$ cat src/rtl/swervolf_irq_pkg.sv
// Shared constants for the SweRVolf interrupt arbiter:
// register map, claim word layout and a byte-lane helper.
package swervolf_irq_pkg;

  localparam int ID_W            = 5;
  localparam int CLAIM_VALID_BIT = 31;

  localparam logic [2:0] REG_PENDING = 3'd0;
  localparam logic [2:0] REG_ENABLE  = 3'd1;
  localparam logic [2:0] REG_EDGE    = 3'd2;
  localparam logic [2:0] REG_ROUTE   = 3'd3;
  localparam logic [2:0] REG_CLAIM3  = 3'd4;
  localparam logic [2:0] REG_CLAIM4  = 3'd5;
  localparam logic [2:0] REG_INSERV  = 3'd6;
  localparam logic [2:0] REG_INFO    = 3'd7;

  function automatic logic [31:0] byte_mask(
    input logic [3:0] sel
  );
    return {{8{sel[3]}}, {8{sel[2]}},
            {8{sel[1]}}, {8{sel[0]}}};
  endfunction

endpackage

$ cat src/rtl/swervolf_irq_arbiter_if.sv
// Wishbone slave bundle of the interrupt arbiter, same shape
// as the system controller port.
interface swervolf_irq_arbiter_if;

  logic [5:0]  i_wb_adr;
  logic [31:0] i_wb_dat;
  logic [3:0]  i_wb_sel;
  logic        i_wb_we;
  logic        i_wb_cyc;
  logic        i_wb_stb;
  logic [31:0] o_wb_rdt;
  logic        o_wb_ack;

  modport master (
    output i_wb_adr, i_wb_dat, i_wb_sel,
    output i_wb_we, i_wb_cyc, i_wb_stb,
    input  o_wb_rdt, o_wb_ack
  );

  modport slave (
    input  i_wb_adr, i_wb_dat, i_wb_sel,
    input  i_wb_we, i_wb_cyc, i_wb_stb,
    output o_wb_rdt, o_wb_ack
  );

endinterface

$ cat src/rtl/swervolf_irq_prio_enc.sv
// Lowest-index find-first-set; id is bit index + 1,
// id 0 when nothing is requested.
module swervolf_irq_prio_enc
  import swervolf_irq_pkg::*;
#(
  parameter int N = 8
) (
  input  logic [N-1:0]    i_req,
  output logic            o_valid,
  output logic [ID_W-1:0] o_id
);

  always_comb begin
    o_valid = |i_req;
    o_id    = '0;
    for (int i = N - 1; i >= 0; i--) begin
      if (i_req[i]) o_id = ID_W'(i + 1);
    end
  end

endmodule

$ cat src/rtl/swervolf_irq_arbiter.sv
// SweRVolf interrupt arbiter: shares irq3/irq4 among N_SRC
// peripheral sources with a Wishbone claim/complete interface.
module swervolf_irq_arbiter
  import swervolf_irq_pkg::*;
#(
  parameter int N_SRC = 8
) (
  input  logic                  i_clk,
  input  logic                  i_rst,
  input  logic [N_SRC-1:0]      i_src,
  swervolf_irq_arbiter_if.slave wb,
  output logic                  o_irq3,
  output logic                  o_irq4
);

  typedef logic [N_SRC-1:0] vec_t;

  vec_t sync1, sync2, prev;
  vec_t lat_q, en_q, edge_q, route_q, is_q;
  vec_t pend, elig, rise;
  vec_t claim_set, cmp_clr, wm, wd;

  logic [31:0]     wmask;
  logic [31:0]     rd_mux;
  logic [2:0]      reg_sel;
  logic            bus, rd_fire, wr_fire;
  logic            v3, v4;
  logic [ID_W-1:0] id3, id4, cmp_id;
  logic            unused_ok;

  assign reg_sel = wb.i_wb_adr[4:2];
  assign bus     = wb.i_wb_cyc & wb.i_wb_stb
                 & ~wb.o_wb_ack;
  assign rd_fire = bus & ~wb.i_wb_we;
  assign wr_fire = bus & wb.i_wb_we;
  assign wmask   = byte_mask(wb.i_wb_sel);
  assign wm      = wmask[N_SRC-1:0];
  assign wd      = wb.i_wb_dat[N_SRC-1:0];
  assign cmp_id  = wb.i_wb_dat[ID_W-1:0];

  // edge sources use the sticky latch, level ones the synced level
  assign pend = (edge_q & lat_q) | (~edge_q & prev);
  assign elig = pend & en_q & ~is_q;
  assign rise = sync2 & ~prev & edge_q;

  swervolf_irq_prio_enc #(.N(N_SRC)) u_enc3 (
    .i_req   (elig & ~route_q),
    .o_valid (v3),
    .o_id    (id3)
  );

  swervolf_irq_prio_enc #(.N(N_SRC)) u_enc4 (
    .i_req   (elig & route_q),
    .o_valid (v4),
    .o_id    (id4)
  );

  always_comb begin
    claim_set = '0;
    cmp_clr   = '0;
    for (int i = 0; i < N_SRC; i++) begin
      if (rd_fire) begin
        if (reg_sel == REG_CLAIM3 && v3
            && id3 == ID_W'(i + 1))
          claim_set[i] = 1'b1;
        if (reg_sel == REG_CLAIM4 && v4
            && id4 == ID_W'(i + 1))
          claim_set[i] = 1'b1;
      end
      if (wr_fire && wb.i_wb_sel[0]
          && cmp_id == ID_W'(i + 1) && is_q[i]) begin
        if (reg_sel == REG_CLAIM3 && !route_q[i])
          cmp_clr[i] = 1'b1;
        if (reg_sel == REG_CLAIM4 && route_q[i])
          cmp_clr[i] = 1'b1;
      end
    end
  end

  always_comb begin
    rd_mux = '0;
    unique case (1'b1)
      (reg_sel == REG_PENDING):
        rd_mux[N_SRC-1:0] = pend;
      (reg_sel == REG_ENABLE):
        rd_mux[N_SRC-1:0] = en_q;
      (reg_sel == REG_EDGE):
        rd_mux[N_SRC-1:0] = edge_q;
      (reg_sel == REG_ROUTE):
        rd_mux[N_SRC-1:0] = route_q;
      (reg_sel == REG_CLAIM3): begin
        rd_mux[CLAIM_VALID_BIT] = v3;
        rd_mux[ID_W-1:0]        = id3;
      end
      (reg_sel == REG_CLAIM4): begin
        rd_mux[CLAIM_VALID_BIT] = v4;
        rd_mux[ID_W-1:0]        = id4;
      end
      (reg_sel == REG_INSERV):
        rd_mux[N_SRC-1:0] = is_q;
      (reg_sel == REG_INFO):
        rd_mux = 32'(N_SRC);
      default:
        rd_mux = '0;
    endcase
  end

  always_ff @(posedge i_clk or posedge i_rst) begin
    if (i_rst) begin
      sync1 <= '0;
      sync2 <= '0;
      prev  <= '0;
    end else begin
      sync1 <= i_src;
      sync2 <= sync1;
      prev  <= sync2;
    end
  end

  // a new edge in the claim cycle wins over the claim clear
  always_ff @(posedge i_clk or posedge i_rst) begin
    if (i_rst) begin
      lat_q   <= '0;
      en_q    <= '0;
      edge_q  <= '0;
      route_q <= '0;
      is_q    <= '0;
    end else begin
      lat_q <= (lat_q & ~(claim_set & edge_q)) | rise;
      is_q  <= (is_q & ~cmp_clr) | claim_set;
      if (wr_fire && reg_sel == REG_ENABLE)
        en_q <= (en_q & ~wm) | (wd & wm);
      if (wr_fire && reg_sel == REG_EDGE)
        edge_q <= (edge_q & ~wm) | (wd & wm);
      if (wr_fire && reg_sel == REG_ROUTE)
        route_q <= (route_q & ~wm) | (wd & wm);
    end
  end

  always_ff @(posedge i_clk or posedge i_rst) begin
    if (i_rst) begin
      wb.o_wb_ack <= 1'b0;
      wb.o_wb_rdt <= '0;
      o_irq3      <= 1'b0;
      o_irq4      <= 1'b0;
    end else begin
      wb.o_wb_ack <= bus;
      if (rd_fire) wb.o_wb_rdt <= rd_mux;
      o_irq3 <= |(elig & ~route_q);
      o_irq4 <= |(elig & route_q);
    end
  end

  assign unused_ok = ^{wb.i_wb_adr[5],
                       wb.i_wb_adr[1:0],
                       wb.i_wb_dat[31:N_SRC],
                       wmask[31:N_SRC]};

endmodule

$ cat src/flat_wrapper.sv
// flat-port wrapper written by rule: the top's interface ports become plain ports
module swervolf_irq_arbiter_flat import swervolf_irq_pkg::*;
#(
  parameter int N_SRC = 8
)
  (i_clk, i_rst, i_src, o_irq3, o_irq4, wb_i_wb_adr, wb_i_wb_dat, wb_i_wb_sel, wb_i_wb_we, wb_i_wb_cyc, wb_i_wb_stb, wb_o_wb_rdt, wb_o_wb_ack);
  swervolf_irq_arbiter_if wb_i ();
  input  logic i_clk;
  input  logic i_rst;
  input  logic [N_SRC-1:0] i_src;
  output logic o_irq3;
  output logic o_irq4;
  input wire logic [$bits(wb_i.i_wb_adr)-1:0] wb_i_wb_adr;
  input wire logic [$bits(wb_i.i_wb_dat)-1:0] wb_i_wb_dat;
  input wire logic [$bits(wb_i.i_wb_sel)-1:0] wb_i_wb_sel;
  input wire logic [$bits(wb_i.i_wb_we)-1:0] wb_i_wb_we;
  input wire logic [$bits(wb_i.i_wb_cyc)-1:0] wb_i_wb_cyc;
  input wire logic [$bits(wb_i.i_wb_stb)-1:0] wb_i_wb_stb;
  output wire logic [$bits(wb_i.o_wb_rdt)-1:0] wb_o_wb_rdt;
  output wire logic [$bits(wb_i.o_wb_ack)-1:0] wb_o_wb_ack;
  assign wb_i.i_wb_adr = wb_i_wb_adr;
  assign wb_i.i_wb_dat = wb_i_wb_dat;
  assign wb_i.i_wb_sel = wb_i_wb_sel;
  assign wb_i.i_wb_we = wb_i_wb_we;
  assign wb_i.i_wb_cyc = wb_i_wb_cyc;
  assign wb_i.i_wb_stb = wb_i_wb_stb;
  assign wb_o_wb_rdt = wb_i.o_wb_rdt;
  assign wb_o_wb_ack = wb_i.o_wb_ack;
  swervolf_irq_arbiter #(.N_SRC(N_SRC)) u_core (.i_clk(i_clk), .i_rst(i_rst), .i_src(i_src), .wb(wb_i), .o_irq3(o_irq3), .o_irq4(o_irq4));
endmodule
$ cat config.mk
export PLATFORM = sky130hd
export DESIGN_NAME = swervolf_irq_arbiter_flat
export DESIGN_NICKNAME = d
export VERILOG_FILES = /design/src/rtl/swervolf_irq_pkg.sv /design/src/rtl/swervolf_irq_arbiter_if.sv /design/src/rtl/swervolf_irq_prio_enc.sv /design/src/rtl/swervolf_irq_arbiter.sv /design/src/flat_wrapper.sv
export SDC_FILE = /design/constraint.sdc
export NUM_CORES = 1
export LEC_CHECK = 0
export BUFFER_PORTS_ARGS = -buffer_cell sky130_fd_sc_hd__clkbuf_2
export CAP_MARGIN = 0
export CORE_MARGIN = 2
export CORE_UTILIZATION = 49
export DETAILED_ROUTE_END_ITERATION = 6
export PLACE_DENSITY = 0.76
export SYNTH_ARGS = -nofsm -noshare
export SYNTH_HDL_FRONTEND = slang
export SYNTH_SLANG_ARGS = --single-unit
$ cat constraint.sdc
create_clock -name i_clk -period 2.2 [get_ports i_clk]
set_input_delay 0.11 -clock i_clk [delete_from_list [all_inputs] [get_ports i_clk]]
set_output_delay 0.11 -clock i_clk [all_outputs]
set_load 0.02 [all_outputs]
Word level (Yosys, flattened, before mapping)
Index checks and enable logic that the tools add are counted.
{"block": "totals", "ff_bits": 76, "in_bits": 55, "output_inout_bits": 35, "wordCells": 209}
{"block": "op_classes", "eq_ne": 31, "n_mux": 67, "bitwise_logic": 34, "reduce_logical": 65}
{"cell": "AND 8 bit", "n": 15}
{"cell": "two-way mux 5 bit", "n": 14}
{"cell": "== test 5 x 3 -> 1 bit (second input constant)", "n": 12}
{"cell": "NOT 8 bit", "n": 7}
{"cell": "logical AND 1 bit", "n": 54}
{"cell": "two-way mux 1 bit", "n": 48}
{"cell": "bitwise OR 8 bit", "n": 6}
{"cell": "case mux 5 bit (8 select lines)", "n": 1}
{"cell": "== test 5 x 2 -> 1 bit (second input constant)", "n": 6}
{"cell": "OR reduction 8 bit", "n": 2}
{"cell": "== test 5 x 1 -> 1 bit (second input constant)", "n": 3}
{"cell": "== test 5 x 4 -> 1 bit (second input constant)", "n": 3}
{"cell": "case mux 3 bit (5 select lines)", "n": 1}
{"cell": "== test 3 bit (second input constant)", "n": 4}
{"cell": "zero test 1 bit", "n": 8}
{"cell": "two-way mux 4 bit", "n": 2}
{"cell": "== test 3 x 2 -> 1 bit (second input constant)", "n": 2}
{"cell": "AND 1 bit", "n": 4}
{"cell": "== test 3 x 1 -> 1 bit (second input constant)", "n": 1}
{"cell": "zero test 3 bit", "n": 1}
{"cell": "NOT 1 bit", "n": 2}
{"cell": "case mux 1 bit (2 select lines)", "n": 1}

Logic depth before layout (Yosys ltp)
{"block": "logic_depth", "depth_word": 23, "mapped_depth": 7, "depth_no_buf": 6}

By module
From an unflattened synthesis, not the netlist that was laid out.
{"block": "hier_totals", "hier_cells": 393, "hier_area_um2": 4227.8}
{"module": "swervolf_irq_arbiter", "instances": 1, "cells_per_inst": 361, "area_each_um2": 4027.6, "seq_area_each_um2": 1901.8}
{"module": "swervolf_irq_prio_enc", "instances": 2, "cells_per_inst": 16, "area_each_um2": 100.1, "seq_area_each_um2": 0.0}

Worst setup path before layout
OpenSTA, ideal clock, no wires.
{"block": "synth_timing", "kind": "register -> register", "start": "register (tool-made name)", "end": "register u_core.wb.o_wb_rdt[31]", "setup_ns": 0.123, "t_arrival_ns": 1.734, "t_required_ns": 2.077, "setup_slack_ns": 0.343, "stages_incl_launch_ff": 7, "path_buffers": 0, "synth_period_minus_slack_ns": 1.857, "cell_sequence": "dfrtp_1 mux2i_1 or4b_1 nand4_1 or4_4 a221oi_2 nor2_1"}
{"item": "end signal: assignment", "line_no": "swervolf_irq_arbiter.sv:148", "text": "if (rd_fire) wb.o_wb_rdt <= rd_mux;"}
{"item": "end: declaration", "line_no": "swervolf_irq_arbiter_if.sv:23", "text": "output o_wb_rdt, o_wb_ack"}

==> results.yml <==
global_route:
  grt_overflow: 0
  grtUsageTotal_pct: 24.2
  antenna_found_initial: 0
  grt_max_degree: 40
  grt_first_pass_wirelength_um: 16200
  grt_pass1_vias: 3217
route:
  wirelength_um: 9960
  ant_nets: 0
  drc: 0
  routedWlPerCell_um: 18.2
  vias: 3287
  drtIter0Drc: 205
  viasPerCell: 6.00
  dr.pass1.iters: 5
logic_synthesis:
  netlist.area_leader.share_pct: 47.3
  syn_inst: 376
  ys_ff_latch: 76
  ys_types: 64
  synth_flop_cell: "dfrtp_1"
  ys_seq_area_share_pct: 47.3
  syn_area_mm2: 0.00402
  synth_top_area_cell: "dfrtp_1"
  synth_edf_count: 0
  yosys-top-cells-count: "dfrtp_1, nand2_1, mux2_2, buf_4, nor2_1"
  synth.most_common_cell: "dfrtp_1"
  yosysWarnings: 0
  synthArstFlopShare_pct: 100
  avgSynthCellArea_um2: 10.7
  synth.area.top_cells: "dfrtp_1, mux2_2, buf_4"
cts:
  cts_tree: "done"
  clock-sinks: 76
  cts.clk_slew.worst_paths_ns: 0.07
  clockBufferDepth: 2
  clkLatencyLatePin_ns: 0.36
  clockRootBuffer: "clkbuf_8"
  cts_buffers: 9
  ctsHtreeMaxLevel: 3
place:
  dp_hpwl_um: 7220
  gp_congestion: 0.966
  dpl.cell_count: 524
  io_buffers: 36
floorplanning:
  ios: 90
  fp.coreArea_mm2: 0.00809
  chipWidth_um: 94.6
  die_area_mm2: 0.00895
  initial_utilization_pct: 49.7
  num_rows: 33
  chipHeight_um: 94.6
sta:
  fin_tns_setup_ns: 0
  fin_skew_ns: 0.00483
  max_freq_ghz: 0.483
  relSlewSlack_pct: 56.4
  worst_pin_slew_ns: 0.654
  grt_setup_unrepaired: "yes"
  drv_slew: 0
  setup_viol: 0
  timing.final.crit_period_ns: 2.07
  hold_viol: 0
  period_share_pct: 94.2
min_path:
  worstHoldStart: "wb_i_wb_dat[5]"
  hp-class: "in -> reg"
  whs_path_depth: 2
layout:
  area_growth_pct: 15.6
  num_antenna_cells: 0
  fin_cells: 548
  final_nets: 494
  drive_gt1_share_pct: 26.4
setup_path:
  crit_slowest_cell: "or4_4"
  critPathRequiredTime_ns: 2.45
  critPathKind: "reg -> reg"
  critPathMaxFanout: 6
  rr_endpoint: "u_core.wb.o_wb_rdt[31]$_DFFE_PP0P_"
  start_kind: "register"
  r2r_cells: 6
  end_kind: "register"
  crit_chain: "mux2i_2, or4b_1, nand2_1, or4_4, a221oi_2, nor2_1"
  slowest_delay_ns: 0.54
  ff2ff_setup_slack_ns: 0.13
  cp.arrival_ns: 2.32
pwr:
  p_leak_nw: 2.06
  power_per_cell_area_mw_per_mm2: 731
  vdd_drop_max_mv: 0.416
run:
  cap_violations: 0
status:
  status: "finished clean"
logic make-up (layout without fill, tap and decap cells):
family / after synthesis / in the layout / share of synthesized area (%)
xor gates and xnor gates: 8 / 8 / 1.74
DFF: 76 / 76 / 47.3
buffers and inverters: 46 / 91 / 6.66
muxes: 38 / 38 / 10.7
and+or+nand+nor: 129 / 129 / 19.4
AOI/OAI and AO/OA: 78 / 78 / 14.1
other: 1 / 23 / 0.0933
routing by layer:
layer  track usage (%)  vias to the layer above  share of wire, %
li1                  -                     1481                 -
met1              32.3                     1633                45
met2              37.6                      148                45
met3              5.19                       25               6.4
met4              11.6                        0               2.9
met5                 0                        -                 0
layout make-up:
type	instances	area, µm²
inverter	8	31.3
clock buffer	13	149
tap	105	131
multi-input combinational	276	1940
sequential	76	1900
fill	719	3450
clock inverter	2	35.0
timing repair buffer	68	455
worst max-delay path, delay by kind of cell, from the launching register on:
family             cells  cell delay [ns]
and+or+nand+nor        4             0.94
DFF                    1             0.45
muxes                  1             0.34
AOI/OAI and AO/OA      1             0.23
repair_timing:
action | CTS | global route
endpoints found under the setup margin | 0 | 3
hold buffers | 9 | 0
gates resized for setup | 0 | 2
hold endpoints to repair | 45 | 0
setup buffers | 0 | 0
worst max path at each step:
stage,startpoint,endpoint,slack (ns),depth (start not counted)
final,register,u_core.wb.o_wb_rdt[31]$_DFFE_PP0P_,0.13,6
after global routing,register,u_core.lat_q[4]$_DFF_PP0_,-0.007,6
after CTS,register,u_core.lat_q[2]$_DFF_PP0_,0.13,6
after detailed placement,register,u_core.wb.o_wb_rdt[31]$_DFFE_PP0P_,0.16,6
after global placement,register,u_core.lat_q[2]$_DFF_PP0_,0.19,6
after floorplan,i_rst,async pin,0.15,1
cells in the final DEF (no fill, tap or decap), types with 7 or more instances in the layout:
cell type / netlist / routed
a21oi_1: 10 / 10
buf_4: 23 / 22
clkbuf_2: 1 / 36
clkbuf_8: 0 / 10
conb_1: 1 / 23
dfrtp_1: 76 / 76
dlygate4sd3_1: 0 / 9
inv_1: 8 / 7
mux2_2: 25 / 25
mux2i_1: 10 / 9
nand2_1: 30 / 30
nand2b_1: 7 / 7
nand3_1: 14 / 14
nand4_1: 8 / 8
nor2_1: 19 / 19
nor3_1: 12 / 11
o21ai_0: 16 / 16
o31ai_1: 7 / 7
xor2_1: 7 / 7
metrics by stage:
| stage | worst slack (ns) | power (mW) | instance area [µm²] | hold WS (ns) | utilization, % |
|---|---|---|---|---|---|
| 2_1_floorplan | 0.152 | 2.18 | 4100 | 0.141 | - |
| 3_3_place_gp | 0.187 | 2.33 | 4360 | 0.199 | 53.9 |
| 3_5_place_dp | 0.160 | 2.36 | 4360 | 0.211 | 53.9 |
| 4_1_cts | 0.131 | 3.41 | 4640 | 0.00310 | 57.3 |
| 5_1_grt | -0.00676 | 3.56 | 4650 | 0.0174 | 57.4 |
| 6_report | 0.128 | 3.40 | 4650 | 0.0119 | 57.4 |
report_power, final:
| part | internal (mW) | leakage (nW) | total, mW | switching, mW |
|---|---|---|---|---|
| combinational | 0.293 | 1.03 | 0.673 | 0.380 |
| sequential | 1.54 | 0.936 | 1.68 | 0.140 |
| clock | 0.549 | 0.0935 | 1.04 | 0.491 |
| total | 2.39 | 2.06 | 3.40 | 1.01 |
Power figures use the tool's default switching activity.
